File: config.mk
export PLATFORM = sky130hd
export DESIGN_NAME = sram_bus_bridge
export DESIGN_NICKNAME = d
export VERILOG_FILES = /design/src/rtl/sram_bridge_pkg.sv /design/src/rtl/sram_bus_bridge.sv
export SDC_FILE = /design/constraint.sdc
export NUM_CORES = 1
export LEC_CHECK = 0
export BUFFER_PORTS_ARGS = -buffer_cell sky130_fd_sc_hd__buf_2
export CAP_MARGIN = 10
export CELL_PAD_IN_SITES_DETAIL_PLACEMENT = 1
export CELL_PAD_IN_SITES_GLOBAL_PLACEMENT = 1
export CORE_AREA = 2 2 110 112
export DETAILED_ROUTE_END_ITERATION = 7
export DIE_AREA = 0 0 112 114
export PLACE_DENSITY_LB_ADDON = 0.15
export SLEW_MARGIN = 20
export SYNTH_ARGS = -nofsm -noshare
export SYNTH_HDL_FRONTEND = slang
export SYNTH_SLANG_ARGS = --single-unit
File: constraint.sdc
create_clock -name clk_i -period 2.13 [get_ports clk_i]
set_input_delay 0.1065 -clock clk_i [delete_from_list [all_inputs] [get_ports clk_i]]
set_output_delay 0.1065 -clock clk_i [all_outputs]
set_load 0.02 [all_outputs]
File: src/rtl/sram_bridge_pkg.sv
// Shared types and constants for the SRAM bus bridge: FSM state encoding,
// macro data/mask widths and the bank-field extraction helper.
package sram_bridge_pkg;

  typedef enum logic {
    IDLE = 1'b0,
    ACK  = 1'b1
  } state_t;

  localparam int SRAM_DW = 32;
  localparam int SRAM_MW = 4;

  // Bank field sits directly above the word field; byte offset is dropped.
  function automatic int unsigned bank_of(input logic [31:0] addr,
                                          input int unsigned aw,
                                          input int unsigned bw);
    logic [31:0] shifted;
    logic [31:0] field_mask;
    shifted    = addr >> (aw + 32'd2);
    field_mask = (32'd1 << bw) - 32'd1;
    return shifted & field_mask;
  endfunction

endpackage

File: src/rtl/sram_bus_bridge.sv
// Valid/ready bus to multi-bank SRAM strobe bridge. One access per two
// cycles: strobes in the request cycle, ready plus read data in the next.
module sram_bus_bridge
  import sram_bridge_pkg::*;
#(
  parameter int BANK_NUM = 4,
  parameter int SRAM_AW  = 10
) (
  input  logic                        clk_i,
  input  logic                        rst_n_i,
  input  logic                        mem_valid_i,
  input  logic [31:0]                 mem_addr_i,
  input  logic [31:0]                 mem_wdata_i,
  input  logic [3:0]                  mem_wstrb_i,
  output logic                        mem_ready_o,
  output logic [31:0]                 mem_rdata_o,
  output logic [BANK_NUM-1:0]         sram_cs_o,
  output logic [SRAM_AW-1:0]          sram_addr_o,
  output logic [SRAM_DW-1:0]          sram_data_o,
  output logic [SRAM_MW-1:0]          sram_mask_o,
  output logic                        sram_wren_o,
  input  logic [BANK_NUM*SRAM_DW-1:0] sram_data_i
);

  localparam int BW = (BANK_NUM > 1) ? $clog2(BANK_NUM) : 1;

  state_t            state;
  logic [BW-1:0]     bank_q;
  logic              bank_ok_q;
  logic              wr_q;

  int unsigned       bank_idx;
  logic [BW-1:0]     bank_w;
  logic              bank_ok;
  logic              access;
  logic              is_write;
  logic [SRAM_DW-1:0] rdata_mux;

  always_comb begin
    bank_idx = bank_of(mem_addr_i, unsigned'(SRAM_AW), unsigned'(BW));
    bank_w   = bank_idx[BW-1:0];
    bank_ok  = (bank_idx < unsigned'(BANK_NUM));
  end

  // Reset and state gate the request so no strobe leaks out during ACK or reset.
  assign access   = rst_n_i && (state == IDLE) && mem_valid_i;
  assign is_write = |mem_wstrb_i;

  always_comb begin
    sram_cs_o = '0;
    for (int k = 0; k < BANK_NUM; k++) begin
      sram_cs_o[k] = access && bank_ok && (bank_w == BW'(k));
    end
  end

  assign sram_wren_o = access && is_write;
  assign sram_mask_o = access ? mem_wstrb_i : '0;
  assign sram_addr_o = mem_addr_i[SRAM_AW+1:2];
  assign sram_data_o = mem_wdata_i;

  always_comb begin
    rdata_mux = '0;
    for (int k = 0; k < BANK_NUM; k++) begin
      if (bank_q == BW'(k)) begin
        rdata_mux = sram_data_i[k*SRAM_DW +: SRAM_DW];
      end
    end
  end

  assign mem_ready_o = rst_n_i && (state == ACK);
  assign mem_rdata_o = (mem_ready_o && !wr_q && bank_ok_q) ? rdata_mux : '0;

  // ACK always returns to IDLE so the master's next request is re-evaluated there.
  always_ff @(posedge clk_i or negedge rst_n_i) begin
    if (!rst_n_i) begin
      state     <= IDLE;
      bank_q    <= '0;
      bank_ok_q <= 1'b0;
      wr_q      <= 1'b0;
    end else begin
      case (state)
        IDLE: begin
          if (mem_valid_i) begin
            state     <= ACK;
            bank_q    <= bank_w;
            bank_ok_q <= bank_ok;
            wr_q      <= is_write;
          end
        end
        ACK:     state <= IDLE;
        default: state <= IDLE;
      endcase
    end
  end

endmodule
## After elaboration in Yosys (flattened, before gate mapping)

Cells that the tools add are included.
Widths: inputs -> output; s select.

| cells by class | value |
|---|---|
| reduce and logical (&&, ||, !) cells | 16 |
| equal/unequal tests | 6 |
| mux-type cells | 8 |
| bitwise operators | 1 |
| order comparisons | 1 |

Operators with widths:

| operator | count |
|---|---|
| $mux 32 | 5 |
| $logic_and 1x1->1 | 11 |
| $eq 2x2->1 const B | 4 |
| $eq 2x1->1 const B | 2 |
| $logic_not 2->1 | 2 |
| $mux 4 | 1 |
| $reduce_or 4->1 | 1 |
| $lt 2x3->1 const B | 1 |
| $pmux 1 s2 | 1 |
| $reduce_and 2->1 | 1 |
| $logic_not 1->1 | 1 |
| $mux 1 | 1 |
| $not 1->1 | 1 |

| storage, ports and cells | value |
|---|---|
| input bits | 199 |
| word-level logic and storage cells | 36 |
| register bits after elaboration | 5 |

## Longest topological paths before layout

Gate-level depths: netlist of run 1.

| depth | value |
|---|---|
| depth in word-level cells | 6 |
| depth in mapped cells | 4 |

## Worst setup path before layout of run 1

Ideal clock, no wire load.

| path | value |
|---|---|
| path type | register -> output |
| start | register bank_q[0] |
| end | output mem_rdata_o[10] |
| data required time | 2024 ps |
| data arrival time | 1309 ps |
| path slack | 715 ps |
| cell stages (with the launch flop) | 5 |
| cell sequence | dfrtp_1 -> buf_6 -> buf_12 -> mux4_2 -> and2_1 |

| between the ends | value |
|---|---|
| word-level cells in the longest chain between the ends | 6 |
| elaborated cells between the ends (all ways) | 9 |

Ends and longest elaborated chain:

| what | RTL line | text |
|---|---|---|
| start, declared | sram_bus_bridge.sv:28 | `logic [BW-1:0] bank_q;` |
| start signal, assigned | sram_bus_bridge.sv:85 | `bank_q <= bank_w;` |
| $logic_not 2->1 | sram_bus_bridge.sv:64 | `if (bank_q == BW'(k)) begin` |
| $mux 32 (3 in series) | sram_bus_bridge.sv:64 |  |
| $mux 32 * | sram_bus_bridge.sv:64 |  |
| $mux 32 * | sram_bus_bridge.sv:71 | `assign mem_rdata_o = (mem_ready_o && !wr_q && bank_ok_q) ? rdata_mux : '0;` |
| end, declared | sram_bus_bridge.sv:16 | `output logic [31:0] mem_rdata_o,` |

Mark *: on every way between the ends. The rest lies on a longest branch, timed or not.

## Final worst setup path of run 1

| path | value |
|---|---|
| start | register bank_q[0] |
| end | output mem_rdata_o[31] |

Same word-level chain as after synthesis.

==> results of run 1 <==
[worst paths after layout]
kind	end	slack, ps
setup / recovery	mem_rdata_o[31]	320
hold / removal	bank_q[0]	180
setup reg to reg	bank_q[1]	970
hold reg to reg	bank_ok_q	460
max in group asynchronous	bank_q[0]	1650
min in group asynchronous	wr_q	270
[layout by cell type (no fill, tap or decap), types with 2 or more instances in the layout]
cell         n
and2_1      33
and3_1       4
buf_12       2
buf_2      178
buf_4        4
clkbuf_16    3
dfrtp_1      4
mux2_2       2
mux4_1       3
mux4_2      29
nor3b_1      2
[layer usage]
metal,wire length [um],GRT usage,up-vias
met5,0,0,-
met2,3380,0.177,112
li1,-,-,761
met4,94,0.0301,0
met3,649,0.0345,20
met1,2350,0.104,795
[report_power, final]
group	internal [mW]	total, mW	switching, mW
registers	0.104	0.111	0.00688
logic	0.322	0.506	0.183
clock network	0.248	0.308	0.0601
total	0.674	0.925	0.250
[layout make-up]
cell class | instances | share of cell area
multi-input combinational | 82 | 0.438
timing repair buffer | 185 | 0.400
tap | 147 | 0.0757
sequential | 5 | 0.0520
clock buffer | 4 | 0.0325
inverter | 1 | 0.00155
[worst max-delay path, delay by kind of cell (launching register included)]
kind                   cells  cell delay [ps]
muxes                      1              560
buffers and inverters      2              380
DFF                        1              370
and+or+nand+nor            1              160
[registers in the layout, summed over array words and instances (netlist names)]
| signal | flops |
|---|---|
| bank_ok_q | 1 |
| bank_q | 2 |
| state | 1 |
| wr_q | 1 |
[logic make-up after synthesis]
family                 count (synthesis)  synth area share
buffers and inverters                 55             0.263
flip-flops                             5            0.0775
multiplexers                          35             0.473
AND/OR/NAND/NOR                       47             0.186
[repair_timing]
action	4_1_cts	5_1_grt
hold endpoints to repair	5	0
hold buffers	1	0
resized for setup	0	0
[metrics by stage]
| stage | util | hold WS [ps] | setup WS (ps) | instances | instance area, sq um |
|---|---|---|---|---|---|
| 6_report | 0.207 | 177 | 315 | 424 | 2430 |
| 5_1_grt | 0.207 | 198 | 212 | 424 | 2430 |
| 4_1_cts | 0.207 | 176 | 289 | 424 | 2430 |
| 3_5_place_dp | 0.200 | -27.3 | 528 | 419 | 2340 |
| 3_3_place_gp | 0.200 | -20.8 | 540 | 419 | 2340 |
| 2_1_floorplan | - | -189 | 715 | 142 | 1620 |
==> run_results.csv, run 1 <==
group,metric,value,unit
synthesis,syn_area,1620,sq um
global_routing,gr-usage-all-layers,0.0965,
timing,finalMaxSlewViolations,0,
timing,min_period,1810,ps
floorplan,die_height,114,um
synthesis,synth_top_cell_by_area,"mux4_2",
timing,rsz0062_at_grt,"no",
place,portBuffers,178,
pwr,worst_ir_drop_vdd,227,uV
final_layout,nets,477,
synthesis,ys_seq_elements,5,
final_layout,antennaDiodeCount,0,
routing,post_drt_wl_per_cell,15.3,um
timing,setup_viol,0,
synthesis,ys.warnings.count,0,
floorplan,rows,40,
hold_path,hp-start,"mem_addr_i[12]",
floorplan,io_pins,283,
synthesis,ys_top_cells_by_area,"mux4_2, buf_4, and2_1",
synthesis,ys_dominant_reg_cell,"dfrtp_1",
floorplan,start_util,0.138,
worst_setup_path,worstSetupEndpointType,"output port",
synthesis,synth_edf_count,0,
worst_setup_path,critPathMaxFanout,24,
routing,drt_wl_total,6480,um
clocking,clkSinkCount,5,
final_layout,drive_gt1_frac,0.794,
timing,worstMarginPinSlew,401,ps
job,max_cap_viol_count,0,
synthesis,synth_commonest_cells,"buf_4, and2_1, mux4_2, dfrtp_1",
routing,drt-initial-drc-count,34,
clocking,htreeDepth,1,
final_layout,multi_input_area,1060,sq um
timing,fmax,551,MHz
timing,min_period_over_period,0.852,
routing,vias,1688,
hold_path,worstHoldPathType,"in -> reg",
floorplan,die_area,12800,sq um
worst_setup_path,cp_slowest_cell,"mux4_1",
final_layout,synthToLayoutAreaGrowth,50.3,%
routing,dr.pass1.iters,3,
timing,finalSetupTns,0,ps
global_routing,antenna_found_initial,0,
global_routing,grt_pass1_wl,9710,um
routing,drc,0,
worst_setup_path,crit_arrival,1710,ps
outcome,outcome,"finished, final reports clean",
timing,hold_viol_final,0,
clocking,cts.path.max_buffers,2,
clocking,cts_tree,"yes",
synthesis,async_flop_share,1.00,
clocking,cts_buffers,3,
place,place_hpwl,5470,um
synthesis,syn-num-nets,341,
worst_setup_path,cp.required,2020,ps
timing,slew_headroom,0.731,
synthesis,synthesis.instances,142,
pwr,power.density,381,nW/um^2
pwr,fin_total_pwr,0.925,mW
floorplan,core,11700,sq um
worst_setup_path,critPathMaxStageDelay,560,ps
clocking,clock_latency,230,ps
synthesis,ys_seq_area_frac,0.0775,
final_layout,seqCellArea,126,sq um
synthesis,synth_cell_types,22,
worst_setup_path,crit_start,"bank_q[0]",
routing,post_drt_via_cell_ratio,3.98,
global_routing,grt_overflow,0,
floorplan,die_w,112,um
worst_setup_path,worstPathCellList,"buf_12 -> mux4_1 -> and2_1 -> buf_2",
synthesis,syn_avg_cell_area,11.4,sq um
worst_setup_path,startpoint_type,"flip-flop",
global_routing,grt_pass1_vias,1849,
routing,ant_nets,0,
worst_setup_path,path_class,"reg -> out",
synthesis,yosysMostFrequentCell,"buf_4",
pwr,p_leak,1.28,nW
global_routing,grt_start_max_net_pins,34,
clocking,postCtsSetupBuffers,0,
hold_path,holdPathStages,2,
timing,fin_skew,1.68,ps
clocking,path_clk_slew,30,ps
worst_setup_path,reg2reg_depth,3,
place,gp_congestion,0.755,
final_layout,filler_cell_count,1419,
synthesis,synth_top_area_share,0.404,
worst_setup_path,r2r-start,"state",
clocking,clockRootBuffer,"clkbuf_16",
(Power assumes the default switching activity.)
==> inputs of run 2 (changes only) <==
--- a/config.mk
+++ b/config.mk
@@ -13,6 +13,7 @@
 export DETAILED_ROUTE_END_ITERATION = 7
 export DIE_AREA = 0 0 112 114
 export PLACE_DENSITY_LB_ADDON = 0.15
+export SKIP_LAST_GASP = 1
 export SLEW_MARGIN = 20
 export SYNTH_ARGS = -nofsm -noshare
 export SYNTH_HDL_FRONTEND = slang
==> constraint.sdc (replaced) <==
create_clock -name clk_i -period 1.8 [get_ports clk_i]
set_input_delay 0.09 -clock clk_i [delete_from_list [all_inputs] [get_ports clk_i]]
set_output_delay 0.09 -clock clk_i [all_outputs]
set_load 0.02 [all_outputs]
==> run_results.csv, run 2 (synthesis gave the netlist of run 1 again) <==
group,metric,value,unit
floorplan,die_w,112,um
final_layout,stdcell_area,2630,sq um
final_layout,synthToLayoutAreaGrowth,63.0,%
timing,min_period_over_period,0.995,
global_routing,top_usage_layer,"met2",
place,gp_congestion,0.736,
timing,slew_headroom,0.742,
floorplan,die_area,12800,sq um
global_routing,met2_usage,0.178,
hold_path,holdPathEnd,"bank_q[0]",
final_layout,final_common_cell,"buf_2",
clocking,cts_tree,"yes",
hold_path,hp-start,"mem_addr_i[12]",
pwr,worst_ir_drop_vdd,271,uV
worst_setup_path,worstSetupEndpointType,"output port",
worst_setup_path,timing.rr.end,"bank_q[0]",
timing,worstMarginPinSlew,383,ps
final_layout,top_register,"bank_q",
timing,setup_ws,9.40,ps
floorplan,io_pins,283,
global_routing,grt_pass1_vias,1884,
place,placed_area,2370,sq um
worst_setup_path,crit_arrival,1700,ps
final_layout,seqCellArea,126,sq um
global_routing,grt_start_max_net_pins,33,
routing,vias,1731,
clocking,cts.path.max_buffers,2,
worst_setup_path,regToRegSetupSlack,660,ps
global_routing,grt_overflow,0,
pwr,fin_total_pwr,1.20,mW
clocking,path_clk_slew,30,ps
timing,hold_viol_final,0,
routing,drt_wl_total,6840,um
worst_setup_path,startpoint_type,"flip-flop",
floorplan,rows,40,
clocking,cts_buffers,3,
final_layout,nets,482,
global_routing,grt_pass1_wl,9920,um
routing,drt-initial-drc-count,37,
clocking,htreeDepth,1,
hold_path,worstHoldPathType,"in -> reg",
place,portBuffers,178,
global_routing,grtUsageMet1,0.109,
timing,finalMaxSlewViolations,0,
final_layout,antennaDiodeCount,0,
timing,fmax,558,MHz
clocking,clkSinkCount,5,
worst_setup_path,critPathMaxFanout,8,
floorplan,die_height,114,um
floorplan,start_util,0.138,
floorplan,core,11700,sq um
global_routing,antenna_found_initial,0,
clocking,clockRootBuffer,"clkbuf_16",
place,pre_cts_slack,223,ps
timing,rsz0062_at_grt,"yes",
timing,setup_viol,0,
routing,post_drt_wl_per_cell,15.9,um
timing,finalSetupTns,0,ps
timing,min_period,1790,ps
final_layout,final_cell_mix,"buf_2, mux4_2, and2_1",
routing,drc,0,
routing,ant_nets,0,
routing,dr.pass1.iters,4,
worst_setup_path,cp.required,1710,ps
worst_setup_path,r2r-start,"state",
final_layout,largest_reg_flops,2,
pwr,p_leak,1.35,nW
timing,fin_skew,0.479,ps
routing,post_drt_via_cell_ratio,4.03,
job,max_cap_viol_count,0,
global_routing,met3_usage,0.0319,
final_layout,final_util,0.225,
final_layout,drive_gt1_frac,0.848,
worst_setup_path,reg2reg_depth,3,
place,place_hpwl,5460,um
global_routing,gr-usage-all-layers,0.0971,
hold_path,holdPathStages,2,
worst_setup_path,path_class,"reg -> out",
clocking,clock_latency,220,ps
outcome,outcome,"finished, final reports clean",
pwr,power.density,454,nW/um^2
final_layout,filler_cell_count,1380,
final_layout,multi_input_area,1080,sq um
==> run 2: changes by cell type in the layout (fill, tap and decap cells not counted), sizes merged <==
cell | before | now
buf | 184 | 186
clkbuf | 4 | 7
==> run 2: through the flow <==
| stage | instances | hold slack, ps |
|---|---|---|
| 6_report | 429 | 165 |
| 5_1_grt | 429 | 170 |
| 4_1_cts | 425 | 161 |
| 3_5_place_dp | 420 | 28.7 |
| 3_3_place_gp | 420 | 25.6 |
| 2_1_floorplan | 142 | -206 |
==> run 2: worst max-delay path, cell delays in order (launching register included) <==
cell and delay [ps]:
dfrtp_2 360, buf_12 130, clkbuf_16 170, mux4_2 480
and2_1 170, buf_2 160
==> run 2: layout make-up <==
type	instances	share of cell area
Timing Repair Buffer	190	0.440
Multi-Input combinational cell	82	0.411
Tap cell	147	0.0699
Inverter	1	0.00143
Clock buffer	4	0.0299
Sequential cell	5	0.0480
==> run 2: report_power, final <==
part	switching [mW]	internal, mW
Combinational	0.244	0.459
Clock	0.0676	0.293
Sequential	0.00830	0.123
Total	0.320	0.876
==> run 2: how the worst max path moves through the flow <==
stage               startpoint               to  slack (ps)  depth (start not counted)
CTS                  bank_q[0]   mem_rdata_o[0]         -20                          4
detailed placement   bank_q[0]   mem_rdata_o[0]         220                          4
global placement     bank_q[0]   mem_rdata_o[0]         240                          4
global route         bank_q[0]  mem_rdata_o[29]         -30                          5
finish               bank_q[0]   mem_rdata_o[9]           9                          5
floorplan            bank_q[0]  mem_rdata_o[10]         400                          4
==> run 2: metal layers <==
metal | wire [um] | share of wire
met1 | 2550 | 0.37
met4 | 72 | 0.011
met5 | 0 | 0
met3 | 567 | 0.083
met2 | 3650 | 0.53
==> run 2: repair_timing <==
action                                  in CTS  in global routing
endpoints found under the setup margin       3                 15
setup buffers                                0                  1
hold buffers                                 1                  0
gates cloned                                 0                  3
pin swaps                                    0                  5
endpoints found under the hold margin        5                  0
gates resized for setup                      0                 35
